===== src/rtl/trig_qualifier.sv =====
// Turns the filtered trigger level into a qualified one-cycle trigger. It applies a minimum high width,
// a holdoff window, a sticky miss flag and single-shot arming. Define TRIG_EVENT_CNT_EN to add evt_cnt.
module trig_qualifier #(
   parameter int MIN_WIDTH = 4,
   parameter int HOLDOFF   = 16,
   parameter int CNT_W     = 16
) (
   input  logic clk,
   input  logic rst_n,
   input  logic din,
   input  logic en,
   input  logic single,
   input  logic arm,
   input  logic clr_miss,
   output logic trig,
   output logic armed,
   output logic busy,
   output logic miss
`ifdef TRIG_EVENT_CNT_EN
   ,
   output logic [CNT_W-1:0] evt_cnt
`endif
);

   localparam int CNT_MAX = (MIN_WIDTH > HOLDOFF) ? MIN_WIDTH : HOLDOFF;
   localparam int WCNT_W  = $clog2(CNT_MAX + 1);
   localparam logic [WCNT_W-1:0] WCNT_ONE  = WCNT_W'(1);
   localparam logic [WCNT_W-1:0] QUAL_LAST = WCNT_W'(MIN_WIDTH - 1);
   localparam logic [WCNT_W-1:0] HOLD_LAST = WCNT_W'(HOLDOFF);

   typedef enum logic [1:0] {
      ST_IDLE,
      ST_WAIT_EDGE,
      ST_QUALIFY,
      ST_HOLDOFF
   } state_t;

   state_t            state_q, state_d;
   logic              din_q, din_d;
   logic [WCNT_W-1:0] wcnt_q, wcnt_d;
   logic              trig_q, trig_d;
   logic              armed_q, armed_d;
   logic              busy_q, busy_d;
   logic              miss_q, miss_d;
   logic              din_rise;
`ifdef TRIG_EVENT_CNT_EN
   localparam logic [CNT_W-1:0] EVT_ONE = CNT_W'(1);
   logic [CNT_W-1:0]  evt_q, evt_d;
`endif

   always_comb begin
      din_rise = din & ~din_q;
      din_d    = din;
      state_d  = state_q;
      wcnt_d   = wcnt_q;
      trig_d   = 1'b0;
      miss_d   = miss_q;

      // An edge landing in holdoff wins over a clear in the same cycle; en has no say here.
      if ((state_q == ST_HOLDOFF) && din_rise) begin
         miss_d = 1'b1;
      end else if (clr_miss) begin
         miss_d = 1'b0;
      end

      if (!en) begin
         state_d = ST_IDLE;
         wcnt_d  = '0;
      end else begin
         case (state_q)
            ST_IDLE: begin
               if (!single || arm) begin
                  state_d = ST_WAIT_EDGE;
                  wcnt_d  = '0;
               end
            end
            ST_WAIT_EDGE: begin
               if (din_rise) begin
                  if (MIN_WIDTH == 1) begin
                     trig_d  = 1'b1;
                     state_d = ST_HOLDOFF;
                     wcnt_d  = '0;
                  end else begin
                     state_d = ST_QUALIFY;
                     wcnt_d  = WCNT_ONE;
                  end
               end
            end
            ST_QUALIFY: begin
               if (!din) begin
                  state_d = ST_WAIT_EDGE;
                  wcnt_d  = '0;
               end else if (wcnt_q == QUAL_LAST) begin
                  trig_d  = 1'b1;
                  state_d = ST_HOLDOFF;
                  wcnt_d  = '0;
               end else begin
                  wcnt_d = wcnt_q + WCNT_ONE;
               end
            end
            ST_HOLDOFF: begin
               // The trig cycle itself is count 0, so HOLDOFF more cycles follow it.
               if (wcnt_q == HOLD_LAST) begin
                  state_d = single ? ST_IDLE : ST_WAIT_EDGE;
                  wcnt_d  = '0;
               end else begin
                  wcnt_d = wcnt_q + WCNT_ONE;
               end
            end
            default: begin
               state_d = ST_IDLE;
               wcnt_d  = '0;
            end
         endcase
      end

      armed_d = (state_d != ST_IDLE);
      busy_d  = (state_d == ST_QUALIFY) || (state_d == ST_HOLDOFF);
`ifdef TRIG_EVENT_CNT_EN
      evt_d   = trig_d ? (evt_q + EVT_ONE) : evt_q;
`endif
   end

   always_ff @(posedge clk) begin
      if (!rst_n) begin
         state_q <= ST_IDLE;
         din_q   <= 1'b0;
         wcnt_q  <= '0;
         trig_q  <= 1'b0;
         armed_q <= 1'b0;
         busy_q  <= 1'b0;
         miss_q  <= 1'b0;
`ifdef TRIG_EVENT_CNT_EN
         evt_q   <= '0;
`endif
      end else begin
         state_q <= state_d;
         din_q   <= din_d;
         wcnt_q  <= wcnt_d;
         trig_q  <= trig_d;
         armed_q <= armed_d;
         busy_q  <= busy_d;
         miss_q  <= miss_d;
`ifdef TRIG_EVENT_CNT_EN
         evt_q   <= evt_d;
`endif
      end
   end

   assign trig  = trig_q;
   assign armed = armed_q;
   assign busy  = busy_q;
   assign miss  = miss_q;
`ifdef TRIG_EVENT_CNT_EN
   assign evt_cnt = evt_q;
`endif

endmodule

===== config.mk =====
export PLATFORM = sky130hd
export DESIGN_NAME = trig_qualifier
export DESIGN_NICKNAME = d
export VERILOG_FILES = /design/src/rtl/trig_qualifier.sv
export SDC_FILE = /design/constraint.sdc
export NUM_CORES = 1
export LEC_CHECK = 0
export ABC_CLOCK_PERIOD_IN_PS = 4600
export CAP_MARGIN = 25
export CORE_MARGIN = 5
export CORE_UTILIZATION = 45
export DETAILED_ROUTE_END_ITERATION = 10
export PLACE_DENSITY = 0.79
export RECOVER_POWER = 50
export SLEW_MARGIN = 20
export SYNTH_ARGS = -nofsm -noshare
export SYNTH_HDL_FRONTEND = slang
export SYNTH_SLANG_ARGS = --single-unit

===== constraint.sdc =====
create_clock -name clk -period 4.6 [get_ports clk]
set_input_delay 0.46 -clock clk [delete_from_list [all_inputs] [get_ports clk]]
set_output_delay 0.46 -clock clk [all_outputs]
set_load 0.02 [all_outputs]

# Yosys cells after proc, flatten, opt, wreduce, memory -nomap -nowiden
# Cells that the tools add are included.
# classes
addsub	1
eq_ne	9
muxes	17
bitwise	2
reduce_logical	10
# ops
op	count
2-to-1 mux 5 bit	5
one-hot mux 5 bit (4 select lines)	1
2-to-1 mux 2 bit	6
== test 2 bit, second input constant	4
one-hot mux 2 bit (4 select lines)	1
adder 5 x 1 -> 5 bit, second input constant	1
== test 5 x 2 -> 1 bit, second input constant	1
== test 5 bit, second input constant	1
2-to-1 mux 1 bit	4
inequality test 2 bit, second input constant	2
AND reduction 2 bit	2
AND reduction 4 bit	1
nonzero test 2 bit	2
== test 2 x 1 -> 1 bit, second input constant	1
zero test 2 bit	1
logical OR 1 bit	2
bitwise AND 1 bit	1
logical AND 1 bit	1
zero test 1 bit	1
NOT 1 bit	1
# totals
regBits	12
word_cells	46

# Depth between registers and ports, before layout
# depth
depth_word	7
mapped_depth	6

# Least setup slack after synthesis
# No wires, ideal clock.
# synth_path
kind	register to register
startpoint	register wcnt_q[0]
endpoint	register armed_q, in the netlist armed
arrival_ns	1.471
required_ns	4.486
slack_ns	3.015
stages_incl_launch_ff	7
n_path_buf	0
period_less_slack_ns	1.585
cell_sequence	dfxtp_1 > inv_1 > ha_1 > and4bb_1 > nor2_1 > or4_1 > a21o_1
# synth_via
elab_chain_cells	6
# synth_lines
element	line_no	rtl
start, declared	40	logic [WCNT_W-1:0] wcnt_q, wcnt_d;
start signal, assigned	139	wcnt_q <= wcnt_d;
== test 5 x 2 -> 1 bit	93	end else if (wcnt_q == QUAL_LAST) begin
2-to-1 mux 2 bit	93	
2-to-1 mux 2 bit	90	if (!din) begin
one-hot mux 2 bit (4 select lines) (*)	70	case (state_q)
2-to-1 mux 2 bit (*)	66	if (!en) begin
nonzero test 2 bit (*)	117	armed_d = (state_d != ST_IDLE);
end signal, assigned	141	armed_q <= armed_d;
end, declared	42	logic armed_q, armed_d;
# Every way passes the cells marked *; elsewhere a longest branch is shown, timed or not.
# A chain may end at the register's enable or synchronous reset.

# Worst setup path after layout
# layout_path
startpoint	input din
endpoint	register armed_q, in the netlist armed
# layout_via
elab_chain_cells	5
# layout_lines
element	line_no	rtl
start, declared	10	input logic din,
bitwise AND 1 bit	52	din_rise = din & ~din_q;
2-to-1 mux 2 bit	78	if (din_rise) begin
one-hot mux 2 bit (4 select lines) (*)	70	
2-to-1 mux 2 bit (*)	66	
nonzero test 2 bit (*)	117	
# Marks and branches as above.

==> flow_summary.yaml <==
outcome:
  run_status: "finished, final reports clean"
worst_hold_path:
  hp-class: "flop to flop"
die:
  die_w_um: 47.36
  die_h_um: 47.36
  die_area_um2: 2243
  ioPinCount: 11
  start_util_pct: 47.67
  coreArea_um2: 1318
  rows: 13
clocking:
  h-tree-depth: 1
  cts_hold_buf: 0
  clkTransAtPathRegs_ns: 0.07
  cts_tree: "done"
  clock-root-buffer: "clkbuf_4"
  clock_path_buffers: 2
  cts_setup_buffers: 0
  ctsResizeCount: 0
  numCtsBuffers: 3
  clk_latency_ns: 0.27
  cts_sinks: 12
timing:
  fin_tns_setup_ns: 0
  holdWs_ns: 0.5025
  max_freq_ghz: 0.5230
  min_period_ns: 1.912
  max_slew.worst_pin.slew_ns: 0.7169
  slew_headroom_pct: 52.21
  maxSlewViolCount: 0
  rsz0062_at_grt: "false"
  finClkSkew_ns: 0.005359
  setup_violations: 0
  hold_violations: 0
  fin_crit_sh_pct: 41.56
placed_design:
  dp_cells: 98
  dpl.hpwl_um: 973.6
  gp_congestion: 0.8649
  io_buffer_count: 10
drt:
  wl_per_cell_um: 12.89
  drc: 0
  routed_wl_um: 1302
  drt-initial-drc-count: 28
  antenna_left: 0
  viasPerCell: 5.931
  vias: 599
  drt_first_pass_iters: 4
grt:
  grt_pass1_vias: 529
  grt_usage_pct: 14.51
  antenna_found_initial: 0
  grt_pass1_wl_um: 2249
  grt_max_degree: 14
  grt.overflow.total: 0
final_layout:
  num_antenna_cells: 0
  final_cell_mix: "dfxtp_1, inv_1, nor2_1"
  drive_above_1_share_pct: 5.814
  layout.cells.most_common: "dfxtp_1"
  multi_input_area_um2: 352.8
  final_util_pct: 57.74
  area_delta_synth_final_pct: 21.12
  regArea_um2: 240.2
  finalNonFillerCells: 101
  layout.nets: 97
  fill_cells: 111
synthesis:
  synth.avg_cell_area_um2: 8.375
  ys_seq_elements: 12
  synth.yosys.seq_area_share_pct: 38.25
  syn_nets: 84
  yosysWarningCount: 0
  synthCells: 75
  synth_area_um2: 628.1
  synth-async-reset-ratio_pct: 0
  synth_edf_count: 0
  synthFlopType: "dfxtp_1"
  synth.distinct_cells: 30
critical_path:
  crit_type: "primary input to flop"
  critPathMaxFanout: 6
  crit_path_end_kind: "flop"
  worstPathRequired_ns: 4.77
  startpoint_type: "primary input"
  arrival_ns: 2.09
flow_run:
  maxCapViolCount: 0
power:
  worst_ir_drop_vdd_mv: 0.1612
  power_density_nw_per_um2: 254.7
  p_leak_nw: 0.3121
-- layout make-up --
cell class / count / area share [%]
clock buffer: 3 / 2.961
inverter: 7 / 3.454
multi-input combinational: 54 / 46.38
sequential: 12 / 31.58
tap: 15 / 2.467
timing repair buffer: 10 / 13.16
-- stage by stage --
step / setup WS (ns) / area [um^2] / power, mW
floorplan: 3.015 / 628.1 / 0.1228
global placement: 2.578 / 738.2 / 0.1326
detailed placement: 2.507 / 738.2 / 0.1332
CTS: 2.778 / 760.7 / 0.1945
global route: 2.636 / 760.7 / 0.2036
finish: 2.688 / 760.7 / 0.1938
-- where the power goes --
part | switching (mW) | internal [mW]
combinational | 0.0113 | 0.0109
clock | 0.0330 | 0.0303
sequential | 0.00217 | 0.106
-- sequential cells by signal, summed over array words and instances, names as in the netlist --
signal,flops
trig,1
busy,1
armed,1
miss,1
din_q,1
state_q,2
wcnt_q,5
-- critical path, cell delays in order --
cell,delay (ns)
dlygate4sd3_1,0.65
inv_1,0.12
o211a_1,0.24
or4_1,0.44
a21o_1,0.18
-- final timing paths --
kind | from | to | slack (ns) | cells past startpoint
hold / removal | wcnt_q[1] | wcnt_q[1] | 0.50 | 2
hold reg to reg | wcnt_q[1] | wcnt_q[1] | 0.50 | 2
setup / recovery | din | armed | 2.69 | 5
setup reg to reg | wcnt_q[1] | wcnt_q[4] | 2.74 | 5
-- kinds of logic after synthesis --
logic type | share of synthesized area (%)
simple gates | 26.89
flops | 38.25
compound gates | 25.30
buf+inv | 5.577
fa+ha+maj | 3.983
-- per-layer routing --
layer | vias to the layer above | track usage (%) | share of wire (%)
li1 | 293 | - | -
met1 | 269 | 17.95 | 43
met2 | 32 | 20.86 | 47
met3 | 5 | 4.981 | 7.7
met4 | 0 | 9.945 | 2.8
met5 | - | 0 | 0
-- Yosys cell counts, drive strengths merged (2+ instances only) --
library cell	number	area, um^2
and2b	2	15.01
dfxtp	12	240.2
a21oi	6	30.03
o221a	2	22.52
nor2b	2	12.51
inv	7	26.28
o211ai	2	15.01
o21ai	3	15.01
and2	5	31.28
ha	2	25.02
nand2	5	18.77
nor2	7	26.28
nand3	3	15.01
Power figures use the tool's default switching activity.
